### src/rtl/regfile_wb_arbiter_pkg.sv
// Shared widths, the queued write entry and requester identifiers for the
// register file writeback arbiter.
package regfile_wb_arbiter_pkg;

  localparam int REG_ADDR_W = 5;
  localparam int REG_DATA_W = 32;

  typedef struct packed {
    logic [REG_ADDR_W-1:0] addr;
    logic [REG_DATA_W-1:0] data;
  } wb_entry_t;

  // Recorded in the round-robin pointer as "last granted requester".
  typedef enum logic {
    REQ_ALU = 1'b0,
    REQ_MEM = 1'b1
  } req_id_t;

endpackage

### src/rtl/regfile_wb_arbiter_if.sv
// Writeback bus: ALU and load handshakes, register file write port and the
// decode-stage forwarding lookup. The pipeline side is the master.
interface regfile_wb_arbiter_if #(
  parameter int DEPTH = 4
);
  import regfile_wb_arbiter_pkg::*;

  localparam int CNT_W = $clog2(DEPTH) + 1;

  logic                  alu_valid;
  logic                  alu_ready;
  logic [REG_ADDR_W-1:0] alu_addr;
  logic [REG_DATA_W-1:0] alu_data;

  logic                  mem_valid;
  logic                  mem_ready;
  logic [REG_ADDR_W-1:0] mem_addr;
  logic [REG_DATA_W-1:0] mem_data;

  logic                  rf_hold;
  logic                  rf_rw;
  logic [REG_ADDR_W-1:0] rf_addr;
  logic [REG_DATA_W-1:0] rf_data;

  logic [REG_ADDR_W-1:0] rs_addr;
  logic [REG_ADDR_W-1:0] rt_addr;
  logic                  rs_hit;
  logic                  rt_hit;
  logic [REG_DATA_W-1:0] rs_fwd;
  logic [REG_DATA_W-1:0] rt_fwd;

  logic [CNT_W-1:0]      q_count;

  modport master (
    output alu_valid, alu_addr, alu_data,
    output mem_valid, mem_addr, mem_data,
    output rf_hold, rs_addr, rt_addr,
    input  alu_ready, mem_ready,
    input  rf_rw, rf_addr, rf_data,
    input  rs_hit, rt_hit, rs_fwd, rt_fwd, q_count
  );

  modport slave (
    input  alu_valid, alu_addr, alu_data,
    input  mem_valid, mem_addr, mem_data,
    input  rf_hold, rs_addr, rt_addr,
    output alu_ready, mem_ready,
    output rf_rw, rf_addr, rf_data,
    output rs_hit, rt_hit, rs_fwd, rt_fwd, q_count
  );

endinterface

### src/rtl/regfile_wb_arbiter_wb_fifo.sv
// Write queue: circular storage, occupancy count, a registered head entry
// and an associative lookup returning the youngest matching entry.
module wb_fifo
  import regfile_wb_arbiter_pkg::*;
#(
  parameter int DEPTH = 4
) (
  input  logic                  clk,
  input  logic                  rst_n,
  input  logic                  push,
  input  wb_entry_t             push_entry,
  input  logic                  pop,
  output logic [$clog2(DEPTH):0] count,
  output wb_entry_t             head,
  input  logic [REG_ADDR_W-1:0] rs_addr,
  input  logic [REG_ADDR_W-1:0] rt_addr,
  output logic                  rs_hit,
  output logic                  rt_hit,
  output logic [REG_DATA_W-1:0] rs_fwd,
  output logic [REG_DATA_W-1:0] rt_fwd
);

  localparam int PTR_W = $clog2(DEPTH);
  localparam int CNT_W = PTR_W + 1;

  wb_entry_t        slots [DEPTH];
  logic [PTR_W-1:0] rd_ptr, wr_ptr, rd_next, idx;
  logic [CNT_W-1:0] cnt_q, cnt_next, remain;
  wb_entry_t        head_q, head_next;

  // Next occupancy and next head; an empty-after-pop queue takes the
  // incoming write straight into the head register, otherwise it holds.
  always_comb begin
    rd_next   = pop ? rd_ptr + PTR_W'(1) : rd_ptr;
    remain    = cnt_q - CNT_W'(pop);
    cnt_next  = remain + CNT_W'(push);
    head_next = head_q;
    if (push && remain == '0) begin
      head_next = push_entry;
    end else if (remain != '0) begin
      head_next = slots[rd_next];
    end
  end

  // Pointers, count and the registered head that drives the write port.
  always_ff @(posedge clk) begin
    if (!rst_n) begin
      rd_ptr <= '0;
      wr_ptr <= '0;
      cnt_q  <= '0;
      head_q <= '0;
    end else begin
      if (push) wr_ptr <= wr_ptr + PTR_W'(1);
      rd_ptr <= rd_next;
      cnt_q  <= cnt_next;
      head_q <= head_next;
    end
  end

  // Storage; slots outside the occupied window are never looked at.
  always_ff @(posedge clk) begin
    if (push) slots[wr_ptr] <= push_entry;
  end

  // Walk oldest to youngest so the youngest match wins; register 0 never hits.
  always_comb begin
    rs_hit = 1'b0;
    rt_hit = 1'b0;
    rs_fwd = '0;
    rt_fwd = '0;
    idx    = '0;
    for (int k = 0; k < DEPTH; k++) begin
      idx = rd_ptr + PTR_W'(k);
      if (CNT_W'(k) < cnt_q) begin
        if (rs_addr != '0 && slots[idx].addr == rs_addr) begin
          rs_hit = 1'b1;
          rs_fwd = slots[idx].data;
        end
        if (rt_addr != '0 && slots[idx].addr == rt_addr) begin
          rt_hit = 1'b1;
          rt_fwd = slots[idx].data;
        end
      end
    end
  end

  assign count = cnt_q;
  assign head  = head_q;

endmodule

### src/rtl/regfile_wb_arbiter.sv
// Round-robin arbiter merging ALU and load writebacks into one register
// file write port through a small write queue with forwarding lookup.
module regfile_wb_arbiter
  import regfile_wb_arbiter_pkg::*;
#(
  parameter int DEPTH     = 4,
  parameter bit DROP_ZERO = 1'b1
) (
  input  logic                 clk,
  input  logic                 rst_n,
  regfile_wb_arbiter_if.slave  bus
);

  localparam int CNT_W = $clog2(DEPTH) + 1;

  logic [CNT_W-1:0]      count;
  logic                  full;
  logic                  alu_ready, mem_ready;
  logic                  alu_fire, mem_fire;
  logic                  push, pop;
  wb_entry_t             push_entry, head;
  req_id_t               last_grant;
  logic                  rs_hit, rt_hit;
  logic [REG_DATA_W-1:0] rs_fwd, rt_fwd;

  // Handshake: with both valid, the requester not granted last wins; a lone
  // valid always wins. Ready never depends on the requester's own valid.
  always_comb begin
    full      = (count == CNT_W'(DEPTH));
    alu_ready = rst_n && !full && (!bus.mem_valid || last_grant == REQ_MEM);
    mem_ready = rst_n && !full && (!bus.alu_valid || last_grant == REQ_ALU);
    alu_fire  = bus.alu_valid && alu_ready;
    mem_fire  = bus.mem_valid && mem_ready;
    push_entry.addr = mem_fire ? bus.mem_addr : bus.alu_addr;
    push_entry.data = mem_fire ? bus.mem_data : bus.alu_data;
    push = (alu_fire || mem_fire) && !(DROP_ZERO && push_entry.addr == '0);
    pop  = rst_n && (count != '0) && !bus.rf_hold;
  end

  // Round-robin pointer; discarded r0 writes leave it untouched.
  always_ff @(posedge clk) begin
    if (!rst_n) begin
      last_grant <= REQ_ALU;
    end else if (push) begin
      last_grant <= mem_fire ? REQ_MEM : REQ_ALU;
    end
  end

  wb_fifo #(
    .DEPTH(DEPTH)
  ) u_fifo (
    .clk        (clk),
    .rst_n      (rst_n),
    .push       (push),
    .push_entry (push_entry),
    .pop        (pop),
    .count      (count),
    .head       (head),
    .rs_addr    (bus.rs_addr),
    .rt_addr    (bus.rt_addr),
    .rs_hit     (rs_hit),
    .rt_hit     (rt_hit),
    .rs_fwd     (rs_fwd),
    .rt_fwd     (rt_fwd)
  );

  assign bus.alu_ready = alu_ready;
  assign bus.mem_ready = mem_ready;
  assign bus.rf_rw     = pop;
  assign bus.rf_addr   = head.addr;
  assign bus.rf_data   = head.data;
  assign bus.q_count   = count;
  assign bus.rs_hit    = rst_n && rs_hit;
  assign bus.rt_hit    = rst_n && rt_hit;
  assign bus.rs_fwd    = rst_n ? rs_fwd : '0;
  assign bus.rt_fwd    = rst_n ? rt_fwd : '0;

endmodule

### src/flat_wrapper.sv
// flat-port wrapper written by rule: the top's interface ports become plain ports
module regfile_wb_arbiter_flat import regfile_wb_arbiter_pkg::*;
#(
  parameter int DEPTH     = 4,
  parameter bit DROP_ZERO = 1'b1
)
  (clk, rst_n, bus_alu_valid, bus_alu_addr, bus_alu_data, bus_mem_valid, bus_mem_addr, bus_mem_data, bus_rf_hold, bus_rs_addr, bus_rt_addr, bus_alu_ready, bus_mem_ready, bus_rf_rw, bus_rf_addr, bus_rf_data, bus_rs_hit, bus_rt_hit, bus_rs_fwd, bus_rt_fwd, bus_q_count);
  regfile_wb_arbiter_if #(.DEPTH(DEPTH)) bus_i ();
  input  logic clk;
  input  logic rst_n;
  input wire logic [$bits(bus_i.alu_valid)-1:0] bus_alu_valid;
  input wire logic [$bits(bus_i.alu_addr)-1:0] bus_alu_addr;
  input wire logic [$bits(bus_i.alu_data)-1:0] bus_alu_data;
  input wire logic [$bits(bus_i.mem_valid)-1:0] bus_mem_valid;
  input wire logic [$bits(bus_i.mem_addr)-1:0] bus_mem_addr;
  input wire logic [$bits(bus_i.mem_data)-1:0] bus_mem_data;
  input wire logic [$bits(bus_i.rf_hold)-1:0] bus_rf_hold;
  input wire logic [$bits(bus_i.rs_addr)-1:0] bus_rs_addr;
  input wire logic [$bits(bus_i.rt_addr)-1:0] bus_rt_addr;
  output wire logic [$bits(bus_i.alu_ready)-1:0] bus_alu_ready;
  output wire logic [$bits(bus_i.mem_ready)-1:0] bus_mem_ready;
  output wire logic [$bits(bus_i.rf_rw)-1:0] bus_rf_rw;
  output wire logic [$bits(bus_i.rf_addr)-1:0] bus_rf_addr;
  output wire logic [$bits(bus_i.rf_data)-1:0] bus_rf_data;
  output wire logic [$bits(bus_i.rs_hit)-1:0] bus_rs_hit;
  output wire logic [$bits(bus_i.rt_hit)-1:0] bus_rt_hit;
  output wire logic [$bits(bus_i.rs_fwd)-1:0] bus_rs_fwd;
  output wire logic [$bits(bus_i.rt_fwd)-1:0] bus_rt_fwd;
  output wire logic [$bits(bus_i.q_count)-1:0] bus_q_count;
  assign bus_i.alu_valid = bus_alu_valid;
  assign bus_i.alu_addr = bus_alu_addr;
  assign bus_i.alu_data = bus_alu_data;
  assign bus_i.mem_valid = bus_mem_valid;
  assign bus_i.mem_addr = bus_mem_addr;
  assign bus_i.mem_data = bus_mem_data;
  assign bus_i.rf_hold = bus_rf_hold;
  assign bus_i.rs_addr = bus_rs_addr;
  assign bus_i.rt_addr = bus_rt_addr;
  assign bus_alu_ready = bus_i.alu_ready;
  assign bus_mem_ready = bus_i.mem_ready;
  assign bus_rf_rw = bus_i.rf_rw;
  assign bus_rf_addr = bus_i.rf_addr;
  assign bus_rf_data = bus_i.rf_data;
  assign bus_rs_hit = bus_i.rs_hit;
  assign bus_rt_hit = bus_i.rt_hit;
  assign bus_rs_fwd = bus_i.rs_fwd;
  assign bus_rt_fwd = bus_i.rt_fwd;
  assign bus_q_count = bus_i.q_count;
  regfile_wb_arbiter #(.DEPTH(DEPTH), .DROP_ZERO(DROP_ZERO)) u_core (.clk(clk), .rst_n(rst_n), .bus(bus_i));
endmodule
### config.mk
export PLATFORM = sky130hd
export DESIGN_NAME = regfile_wb_arbiter_flat
export DESIGN_NICKNAME = d
export VERILOG_FILES = /design/src/rtl/regfile_wb_arbiter_pkg.sv /design/src/rtl/regfile_wb_arbiter_if.sv /design/src/rtl/regfile_wb_arbiter_wb_fifo.sv /design/src/rtl/regfile_wb_arbiter.sv /design/src/flat_wrapper.sv
export SDC_FILE = /design/constraint.sdc
export NUM_CORES = 1
export LEC_CHECK = 0
export CAP_MARGIN = 20
export CORE_ASPECT_RATIO = 0.6
export CORE_MARGIN = 2
export CORE_UTILIZATION = 50
export DETAILED_ROUTE_END_ITERATION = 8
export PLACE_DENSITY = 0.74
export SYNTH_ARGS = -nofsm -noshare
export SYNTH_HDL_FRONTEND = slang
export SYNTH_SLANG_ARGS = --single-unit
### constraint.sdc
create_clock -name clk -period 4.3 [get_ports clk]
set_input_delay 0.86 -clock clk [delete_from_list [all_inputs] [get_ports clk]]
set_output_delay 0.86 -clock clk [all_outputs]
set_load 0.01 [all_outputs]
==> impl_metrics.json <==
{
  "status": "complete, but fails checks",
  "violations": "setup timing",
  "synth_fa_ha_area_share_pct": 0.7075,
  "numClockSinks": 193,
  "total_power_mw": 7.925,
  "cp_cell_sequence": "buf_4 > buf_4 > mux4_2 > xnor2_2 > nand4_1 > nor3_4 > buf_12 > buf_4 > buf_4 > a31oi_2 > a211oi_2 > buf_4 > buf_4",
  "grt_first_pass_wirelength_mm": 76.42,
  "netlist_area_um2": 14150,
  "layout-drive-gt1-share_pct": 34.72,
  "via_count": 13730,
  "cts_tree": "done",
  "overflow": 0,
  "synth_xor_area_share_pct": 2.476,
  "synth.area.mux_share_pct": 25.41,
  "timing.final.crit_share_pct": 101.4,
  "path_max_fanout": 7,
  "die_h_um": 134.3,
  "path_buf_inv": 7,
  "cts_htree_levels": 4,
  "wl_per_cell_um": 25.68,
  "cts_hold_buffers": 0,
  "finalNetCount": 1766,
  "dp_hpwl_mm": 33.36,
  "hold_viol": 0,
  "place.gp.congestion": 0.9550,
  "required_ns": 3.44,
  "diodes": 0,
  "setup_viol": 7,
  "yosys.area_share.simple_pct": 11.24,
  "wl_met1_mm": 21.53,
  "timing.final.ws_setup_ns": -0.05819,
  "dp_cells": 1969,
  "path_class": "flip-flop to output port",
  "met3_length_mm": 6.949,
  "max_freq_mhz": 229.5,
  "antenna_found_initial": 0,
  "start_util_pct": 51.08,
  "grt_setup_unrepaired": "true",
  "finalCriticalPeriod_ns": 4.358,
  "end_kind": "output port",
  "postPlaceCellArea_um2": 17300,
  "synth_cell_type_count": 52,
  "ys_seq_area_share_pct": 37.78,
  "p_per_area_nw_per_um2": 423.5,
  "syn2layout_area_growth_pct": 32.27,
  "skew_ns": 0.01193,
  "grt_max_degree": 93,
  "rows": 47,
  "ctsLongestPathBuffers": 2,
  "crit_arrival_ns": 3.50,
  "avgSynthCellArea_um2": 10.01,
  "final_cells": 2049,
  "grt_usage_pct": 33.51,
  "fin_setup_tns_ns": -0.1974,
  "wirelength_mm": 52.62,
  "synth_top_family_by_area": "multiplexers",
  "fin_area_um2": 18710,
  "final_util_pct": 67.56,
  "drtAntennaViolNets": 0,
  "cts_root_buffer": "clkbuf_16",
  "n_fill_cell": 2031,
  "die_w_um": 221.2,
  "cts_made_buffers": 17,
  "port_buffers": 197,
  "grt_pass1_vias": 12970,
  "core_um2": 27700,
  "syn_inst": 1414,
  "worst_skew_pair.late_latency_ns": 0.47,
  "final-max-slew-violation-count": 0,
  "whs_ns": 0.5270,
  "peakVddDrop_mv": 0.3360,
  "synth-seq-cells": 193,
  "async_flop_share_pct": 0,
  "wl_met2_mm": 22.26,
  "drv_cap": 0,
  "drtIter0Drc": 1909,
  "clk_pin_slew_worst_paths_ns": 0.07,
  "p_leak_nw": 6.246,
  "synth_edf_count": 148,
  "routed.top_layer": "met4",
  "yosysWarnings": 0,
  "drc_errors": 0,
  "place_ws_ns": -0.4910,
  "start_kind": "flip-flop",
  "maxSlewHeadroom_pct": 24.99,
  "viasPerCell": 6.701,
  "ios": 198,
  "synth_fp_nets": 1511,
  "tightest_slew_ns": 1.120,
  "dieArea_um2": 29700,
  "synth_compound_area_share_pct": 17.48,
  "hp-class": "flip-flop to flip-flop",
  "slowest_stage": "mux4_2",
  "synth_flop_cell": "edfxtp_1",
  "slowest_delay_ns": 0.56,
  "cpMostUsedCell": "buf_4",
  "cp_top_family": "buffers and inverters",
  "dr.pass1.iters": 7
}
power by group:
| group | total, mW | internal (mW) | switching [mW] |
|---|---|---|---|
| clock network | 1.65 | 0.862 | 0.787 |
| registers | 2.44 | 2.27 | 0.166 |
| logic | 3.84 | 1.65 | 2.18 |
repair_timing:
item / in CTS / in global routing
setup buffers: 12 / 32
setup endpoints to repair: 66 / 65
resized for setup: 142 / 171
pin swaps: 9 / 24
cloned: 3 / 3
placed cells by master, fill, tap and decap left out, types with 5 or more instances in the layout:
cell | synthesis | layout
a21oi_4 | 0 | 5
o21ai_0 | 95 | 95
buf_6 | 2 | 11
clkdlybuf4s50_1 | 0 | 127
o221ai_2 | 30 | 29
edfxtp_1 | 148 | 148
a211oi_2 | 0 | 29
a31oi_2 | 0 | 7
xnor2_1 | 25 | 21
mux4_2 | 28 | 29
nor2_1 | 109 | 109
nor3b_1 | 31 | 21
a41oi_2 | 0 | 28
mux2i_1 | 136 | 134
nor3_1 | 69 | 64
nand2_1 | 103 | 103
inv_6 | 0 | 5
mux2_2 | 140 | 140
dlygate4sd2_1 | 0 | 5
nor3b_2 | 0 | 10
buf_4 | 3 | 142
ha_1 | 8 | 8
a21oi_1 | 104 | 99
a31oi_1 | 32 | 24
clkbuf_2 | 0 | 43
dfxtp_1 | 45 | 43
inv_1 | 12 | 12
buf_2 | 30 | 11
xor2_1 | 15 | 15
o22ai_1 | 28 | 28
clkbuf_16 | 0 | 20
buf_12 | 3 | 26
cell usage after synthesis (8+ instances only):
master,count,area [µm²]
nor3b_1,31,232.7
o21ai_0,95,475.5
xor2_1,15,131.4
a21oi_1,104,520.5
nand2_1,103,386.6
ha_1,8,100.1
inv_1,12,45.04
a41oi_1,32,280.3
mux4_2,28,630.6
mux2_2,140,1577
xnor2_1,25,219.0
o221ai_2,30,450.4
clkbuf_1,84,315.3
o22ai_1,28,175.2
buf_1,20,75.07
a211oi_1,33,247.7
buf_2,30,150.1
and2_1,8,50.05
dfxtp_1,45,900.9
nor3_1,69,345.3
mux2i_1,136,1361
nor2_1,109,409.1
edfxtp_1,148,4444
a31oi_1,32,200.2
state kept, by name (all words and copies together), names as in the netlist:
name	cells
u_core.u_fifo.slots	148
u_core.u_fifo.wr_ptr	2
u_core.u_fifo.head	37
u_core.last_grant	1
u_core.u_fifo.count	3
u_core.u_fifo.rd_ptr	2
worst register-to-register path: stages, from the launching register on:
cell	delay [ns]
dfxtp_1	0.39
nor3_1	0.77
nor4b_1	0.18
xnor2_2	0.90
buf_12	0.34
mux2_2	0.38
a21oi_1	0.31
o22ai_1	0.12
cell type report:
type	count	area [µm²]	area share [%]
Tap cell	367	459.2	2.454
Clock inverter	12	122.6	0.6553
Multi-Input combinational cell	1067	8780	46.92
Timing Repair Buffer	377	3480	18.59
Inverter	13	51.30	0.2741
Sequential cell	193	5353	28.60
Clock buffer	20	467.9	2.501
cells by family after synthesis:
logic type,count (synthesis)
flops,193
mux,305
buf+inv,155
simple gates,345
xor+xnor,40
fa+ha+maj,8
compound gates,368
path summary, 6_finish.rpt:
kind | from | to | slack, ns | cells past startpoint
max | u_core.u_fifo.rd_ptr[0]$_SDFF_PN0_ | bus_rt_fwd[20] | -0.06 | 13
min reg2reg | u_core.u_fifo.head[15]$_SDFFE_PN0P_ | u_core.u_fifo.head[15]$_SDFFE_PN0P_ | 0.53 | 2
max reg2reg | u_core.u_fifo.count[1]$_SDFF_PN0_ | u_core.u_fifo.head[24]$_SDFFE_PN0P_ | 0.78 | 7
min | u_core.u_fifo.head[15]$_SDFFE_PN0P_ | u_core.u_fifo.head[15]$_SDFFE_PN0P_ | 0.53 | 2
routing by layer:
metal / GRT usage, % / up-vias
li1: - / 5911
met1: 47.28 / 6632
met2: 49.51 / 1021
met3: 8.916 / 167
met4: 12.27 / 0
met5: 0 / -
Power figures use the tool's default switching activity.
